$ cat src/rtl/cpu_step_ctrl_pkg.sv
// Shared mode encoding and default timing constants for the CPU step controller.
package cpu_step_ctrl_pkg;

    typedef enum logic {
        MODE_STEP = 1'b0,
        MODE_RUN  = 1'b1
    } mode_e;

    localparam int unsigned DEFAULT_DEBOUNCE_CYCLES = 32'd1_000_000;
    localparam int unsigned DEFAULT_RUN_DIV         = 32'd50_000_000;

endpackage

$ cat src/rtl/cpu_step_ctrl_input_debounce.sv
// Two-flop synchronizer followed by a stable-level debouncer for one raw board input.
module cpu_step_ctrl_input_debounce
    import cpu_step_ctrl_pkg::*;
#(
    parameter int unsigned DEBOUNCE_CYCLES = DEFAULT_DEBOUNCE_CYCLES
) (
    input  logic clk,
    input  logic rst,
    input  logic din,
    output logic dout
);

    localparam int unsigned      CNT_W    = (DEBOUNCE_CYCLES > 32'd1) ? $clog2(DEBOUNCE_CYCLES) : 32'd1;
    localparam logic [CNT_W-1:0] CNT_LAST = CNT_W'(DEBOUNCE_CYCLES - 32'd1);

    logic             sync1_r;
    logic             sync2_r;
    logic             stable_r;
    logic [CNT_W-1:0] cnt_r;

    // Synchronize the raw level, then accept a new level only after it has held long enough.
    always_ff @(posedge clk) begin
        if (rst) begin
            sync1_r  <= 1'b0;
            sync2_r  <= 1'b0;
            stable_r <= 1'b0;
            cnt_r    <= {CNT_W{1'b0}};
        end else begin
            sync1_r <= din;
            sync2_r <= sync1_r;
            if (sync2_r == stable_r) begin
                cnt_r <= {CNT_W{1'b0}};
            end else if (cnt_r == CNT_LAST) begin
                stable_r <= ~stable_r;
                cnt_r    <= {CNT_W{1'b0}};
            end else begin
                cnt_r <= cnt_r + CNT_W'(1'b1);
            end
        end
    end

    assign dout = stable_r;

endmodule

$ cat src/rtl/cpu_step_ctrl.sv
// Board-side CPU advance control: debounced single-step button or free-running divider,
// producing a one-cycle cpu_en pulse and a count of issued steps.
module cpu_step_ctrl
    import cpu_step_ctrl_pkg::*;
#(
    parameter int unsigned DEBOUNCE_CYCLES = DEFAULT_DEBOUNCE_CYCLES,
    parameter int unsigned RUN_DIV         = DEFAULT_RUN_DIV
) (
    input  logic        clk,
    input  logic        rst,
    input  logic        btn_step,
    input  logic        sw_run,
    output logic        cpu_en,
    output logic        run_mode,
    output logic        btn_step_db,
    output logic [15:0] step_count
);

    localparam int unsigned      DIV_W    = $clog2(RUN_DIV);
    localparam logic [DIV_W-1:0] DIV_LAST = DIV_W'(RUN_DIV - 32'd1);

    logic             btn_db_s;
    logic             sw_db_s;
    logic             btn_prev_r;
    mode_e            mode_r;
    mode_e            mode_nxt_s;
    logic [DIV_W-1:0] div_r;
    logic [DIV_W-1:0] div_adv_s;
    logic [DIV_W-1:0] div_nxt_s;
    logic             pulse_s;
    logic             en_nxt_s;
    logic             cpu_en_r;
    logic [15:0]      step_cnt_r;

    cpu_step_ctrl_input_debounce #(.DEBOUNCE_CYCLES(DEBOUNCE_CYCLES)) u_btn_db (
        .clk  (clk),
        .rst  (rst),
        .din  (btn_step),
        .dout (btn_db_s)
    );

    cpu_step_ctrl_input_debounce #(.DEBOUNCE_CYCLES(DEBOUNCE_CYCLES)) u_sw_db (
        .clk  (clk),
        .rst  (rst),
        .din  (sw_run),
        .dout (sw_db_s)
    );

    // Next mode, divider advance and pulse decision, all keyed off the mode held this cycle.
    always_comb begin
        mode_nxt_s = mode_r;
        div_adv_s  = {DIV_W{1'b0}};
        pulse_s    = 1'b0;
        case (mode_r)
            MODE_STEP: begin
                if (sw_db_s) mode_nxt_s = MODE_RUN;
                else         mode_nxt_s = MODE_STEP;
                pulse_s   = btn_db_s & ~btn_prev_r;
                div_adv_s = {DIV_W{1'b0}};
            end
            MODE_RUN: begin
                if (sw_db_s) mode_nxt_s = MODE_RUN;
                else         mode_nxt_s = MODE_STEP;
                if (div_r == DIV_LAST) begin
                    pulse_s   = 1'b1;
                    div_adv_s = {DIV_W{1'b0}};
                end else begin
                    pulse_s   = 1'b0;
                    div_adv_s = div_r + DIV_W'(1'b1);
                end
            end
            default: begin
                mode_nxt_s = MODE_STEP;
                pulse_s    = 1'b0;
                div_adv_s  = {DIV_W{1'b0}};
            end
        endcase
        // A mode change discards any partial divider count.
        if (mode_nxt_s != mode_r) div_nxt_s = {DIV_W{1'b0}};
        else                      div_nxt_s = div_adv_s;
        // Guard against back-to-back pulses across a RUN->STEP hand-over.
        if (cpu_en_r) en_nxt_s = 1'b0;
        else          en_nxt_s = pulse_s;
    end

    // Mode, divider, edge-detect history, pulse and step counter registers.
    always_ff @(posedge clk) begin
        if (rst) begin
            mode_r     <= MODE_STEP;
            div_r      <= {DIV_W{1'b0}};
            btn_prev_r <= 1'b0;
            cpu_en_r   <= 1'b0;
            step_cnt_r <= 16'h0000;
        end else begin
            mode_r     <= mode_nxt_s;
            div_r      <= div_nxt_s;
            btn_prev_r <= btn_db_s;
            cpu_en_r   <= en_nxt_s;
            if (cpu_en_r) step_cnt_r <= step_cnt_r + 16'd1;
        end
    end

    assign cpu_en      = cpu_en_r;
    assign run_mode    = mode_r;
    assign btn_step_db = btn_db_s;
    assign step_count  = step_cnt_r;

endmodule
$ cat config.mk
export PLATFORM = sky130hd
export DESIGN_NAME = cpu_step_ctrl
export DESIGN_NICKNAME = d
export VERILOG_FILES = /design/src/rtl/cpu_step_ctrl_pkg.sv /design/src/rtl/cpu_step_ctrl_input_debounce.sv /design/src/rtl/cpu_step_ctrl.sv
export SDC_FILE = /design/constraint.sdc
export NUM_CORES = 1
export LEC_CHECK = 0
export ABC_AREA = 1
export BUFFER_PORTS_ARGS = -buffer_cell sky130_fd_sc_hd__buf_2
export CORE_MARGIN = 2
export CORE_UTILIZATION = 50
export DETAILED_ROUTE_END_ITERATION = 12
export PLACE_DENSITY = 0.7
export SLEW_MARGIN = 20
export SYNTH_ARGS = -nofsm -noshare
export SYNTH_HDL_FRONTEND = slang
export SYNTH_SLANG_ARGS = --single-unit
export TNS_END_PERCENT = 20
$ cat constraint.sdc
create_clock -name clk -period 2.6 [get_ports clk]
set_clock_uncertainty 0.1 [all_clocks]
set_input_delay 0.52 -clock clk [delete_from_list [all_inputs] [get_ports clk]]
set_output_delay 0.52 -clock clk [all_outputs]
set_load 0.005 [all_outputs]
* Word-level counts from Yosys, hierarchy flattened
Cells that the tools add are included.
** Storage, ports and cells
- Register bits after elaboration :: 91
- Input bits :: 4
- Word-level logic and storage cells :: 41
** Operators by class
- $add $sub $neg :: 4
- Eq/ne operators :: 6
- Muxes and demuxes :: 5
- Bitwise gates (word level) :: 7
- Reductions and logical operators :: 6
** Operators by type and width (number)
- one-hot mux 26 bit (2 select lines) :: 1
- adder 20 x 1 -> 20 bit (second input constant) :: 2
- equality test 20 bit (second input constant) :: 2
- adder 26 x 1 -> 26 bit (second input constant) :: 1
- equality test 26 bit (second input constant) :: 1
- 2-to-1 mux 26 bit :: 1
- adder 16 x 1 -> 16 bit (second input constant) :: 1
- inverter 1 bit :: 6
- OR reduction 3 bit :: 2
- AND reduction 2 bit :: 2
- OR reduction 2 bit :: 2
- equality test 1 bit :: 2
- 2-to-1 mux 1 bit :: 2
- one-hot mux 1 bit (2 select lines) :: 1
- bitwise AND 1 bit :: 1
- inequality test 1 bit :: 1

* Longest topological paths before layout
- Word-level depth :: 3
- Mapped depth :: 10
- Depth with buffers taken out :: 10

* By module
From an unflattened synthesis, not the netlist that was laid out.
** Second synthesis, totals
- Cell total of the unflattened synthesis :: 683
- Area, all modules :: 4626.9 µm²
** Modules (own cells, without submodules)
- cpu_step_ctrl_input_debounce :: instances 2, cells an instance 170, area each 1168.6 µm², seq. area each 460.4 µm²
- cpu_step_ctrl :: instances 1, cells an instance 343, area each 2289.7 µm², seq. area each 900.9 µm²

* Least setup slack after synthesis
No wires, ideal clock.
- Kind :: register to register
- Start :: reg u_btn_db.cnt_r[0]
- End :: reg u_btn_db.cnt_r[15]
- Arrival :: 1.283 ns
- Data required time :: 2.378 ns
- Setup slack :: 1.096 ns
- Cell stages (with the launch flop) :: 8
- Path buffers :: 1
- Clock period less this slack :: 1.504 ns
- Path through :: dfxtp_1 > ha_1 > nand3_2 > nor3_2 > nand3_1 > nand2_1 > buf_4 > a21oi_1
** On the way
- Longest elaborated chain between the ends :: 2
** RTL lines
- start: declaration :: line cpu_step_ctrl_input_debounce.sv:19 : logic [CNT_W-1:0] cnt_r;
- start signal: assignment :: line cpu_step_ctrl_input_debounce.sv:27 : cnt_r <= {CNT_W{1'b0}};
- start signal: assignment :: line cpu_step_ctrl_input_debounce.sv:32 : cnt_r <= {CNT_W{1'b0}};
- start signal: assignment :: line cpu_step_ctrl_input_debounce.sv:35 : cnt_r <= {CNT_W{1'b0}};
- branches (longest 2 deep; another with adder 20 x 1 -> 20 bit)
Several ways; the timed one is not identified.
A chain may end at the register's enable or synchronous reset.

* Worst setup path in the final report
- Start :: reg u_btn_db.cnt_r[0]
- End :: reg u_btn_db.cnt_r[13]
The elaborated chain is that of the path after synthesis.

==> results.toml <==
[timing]
grt_setup_unrepaired = "no"
setup_ws_ps = 535
maxSlewHeadroom_pct = 56.2
setup_tns_ps = 0
finalHoldViolations = 0
drv_slew = 0
period_share_pct = 79.4
finalCriticalPeriod_ps = 2070
max_freq_mhz = 484
finalSetupViolations = 0
worst_pin_slew_ps = 655

[global_route]
grt_pass1_wl_um = 15700
track_usage_pct = 18.9
grt_pass1_vias = 3718
antenna_found_initial = 0
grt_max_degree = 27
grt_overflow = 0

[synthesis]
synth.ff_latch_count = 91
ys_seq_area_share_pct = 40.2
synth_warnings = 0
syn_avg_cell_area_um2 = 6.84
syn_inst = 662
syn_nets = 670
synthDistinctLibCells = 35
mappedNetlistArea_um2 = 4530

[cts]
cts_tree = "done"
clk-insertion-delay-late_ps = 350
cts-root-to-sink-buffers = 2
cts-resized-gates = 0
h-tree-depth = 3
root_buffer = "clkbuf_8"
tritoncts.num_buffers = 9
clkTransAtPathRegs_ps = 90
cts.sinks = 91
postCtsHoldBufs = 0
post_cts_buffers = 0

[route]
wl_met3_um = 274
drt-met1-wl_um = 4240
antenna_left = 0
drcViolationCount = 0
drt_iter0_drc = 131
routed_wl_um = 8710
via_per_inst = 4.98
first_pass_iters = 4
routedWlPerCell_um = 10.9
highest-signal-layer = "met4"
vias = 3981
wl_met2_um = 4140

[die]
io_pins = 23
num_rows = 34
dieArea_um2 = 9830
initial_core_util_pct = 51.7
fp.dieH_um = 99.2
die_w_um = 99.2
coreArea_um2 = 8760

[cells_and_area]
nFillCells = 861
nNetsFinal = 696
multi_input_area_um2 = 2350
register_area_um2 = 1820
final_cells = 800
layout-drive-gt1-share_pct = 8.96
diodes = 0
fin_util_pct = 56.5
area_delta_synth_final_pct = 9.42

[setup_path]
crit_type = "reg -> reg"
cp_data_arrival_time_ps = 2170
cpPeakStageDelay_ps = 520
slowest_stage = "nand2_1"
crit_chain = "ha_1 > nand3_2 > nor3_2 > nand3_1 > nand2_1 > nor2_1"
start_kind = "flip-flop"
crit_required_ps = 2700
cp-end-kind = "flip-flop"
crit_fanout = 20
timing.rr.start = "u_btn_db.cnt_r[0]"
path_buf_inv = 0
startpoint = "u_btn_db.cnt_r[0]"
crit_family = "simple AND/OR/NAND/NOR gates"

[min_path]
hold_path_class = "in -> reg"
worstHoldStart = "sw_run"

[power]
p_per_area_nw_per_um2 = 514
p_leak_nw = 1.65
total_power_mw = 2.55
ir_drop_mv = 0.267

[place]
gp_congestion = 0.884
place_hpwl_um = 6450
dp.cells = 785
pre_cts_ws_ps = 547
io_buffer_count = 22

[flow_run]
max_cap_viol_count = 0

[status]
status = "finished clean"
cell usage after synthesis, drive strengths merged:
master,number,area [um^2]
nand4,14,87.6
nand3b,4,30.0
nor2,161,659
dfxtp,91,1820
and3,1,6.26
nor3,13,75.1
nand3,58,323
a21oi,28,144
ha,4,50.1
o21ai,10,50.0
nor3b,2,15.0
xnor2,15,131
o21bai,3,22.5
and2,3,18.8
buf,5,48.8
inv,79,297
nand2,148,568
clkbuf,2,7.51
or2,3,18.8
a211oi,1,7.51
a31oi,1,6.26
xor2,16,140
worst reg2reg max path, delay by kind of cell (launching register included):
family / cells / cell delay, ps
fa+ha+maj: 1 / 300
flops: 1 / 410
simple gates: 5 / 1120
path summary, 6_finish.rpt:
kind	to	slack (ps)	cells after the start
worst max-delay path	u_btn_db.cnt_r[13]	530	6
worst min-delay path	u_sw_db.sync1_r	270	3
worst max register to register	u_btn_db.cnt_r[13]	530	6
worst min register to register	u_sw_db.sync2_r	310	2
registers in the layout, summed over array words and instances, names as in the netlist:
name and flops:
u_btn_db.cnt_r 20, step_count 16, u_sw_db.dout 1, u_btn_db.sync2_r 1, btn_prev_r 1, cpu_en 1, run_mode 1, u_sw_db.sync2_r 1
div_r 26, u_btn_db.sync1_r 1, u_sw_db.cnt_r 20, u_btn_db.dout 1, u_sw_db.sync1_r 1
logic make-up after synthesis:
family	after synthesis	synth area share (%)
compound gates	43	5.08
xor+xnor	31	6.00
fa+ha+maj	4	1.11
buf+inv	86	7.79
flops	91	40.2
simple gates	407	39.8
where the power goes:
group / total, mW / leakage (nW) / switching, mW / internal, mW
registers: 1.40 / 0.734 / 0.00214 / 1.40
logic: 0.0229 / 0.804 / 0.0163 / 0.00655
clock network: 1.13 / 0.112 / 0.490 / 0.637
total: 2.55 / 1.65 / 0.509 / 2.04
layer usage:
layer / vias to the layer above / global-route usage, %
met3: 6 / 2.74
met2: 65 / 31.8
li1: 2123 / -
met5: - / 0
met4: 0 / 6.22
met1: 1787 / 25.2
metrics by stage:
stage / area [um^2] / hold WS, ps
5_1_grt: 4950 / 260
6_report: 4950 / 273
3_3_place_gp: 4720 / 293
3_5_place_dp: 4720 / 296
4_1_cts: 4950 / 262
2_1_floorplan: 4530 / 288
final cells by class:
type,instances,area share (%)
multi-input cells,485,47.5
clock buffers,9,2.50
inverters,79,5.98
clock inverters,6,2.30
flip-flops and latches,91,36.8
well taps,108,2.73
repair buffers,22,2.22
placed cells by master (no fill, tap or decap), drive strengths merged, types with 13 or more instances in the layout:
cell type  count
xor2          16
nand4         14
inv           80
xnor2         15
nand2        148
nand3         58
nor2         161
a21oi         28
nor3          13
buf           22
dfxtp         91
No activity file was read; power rests on OpenSTA's default activity.
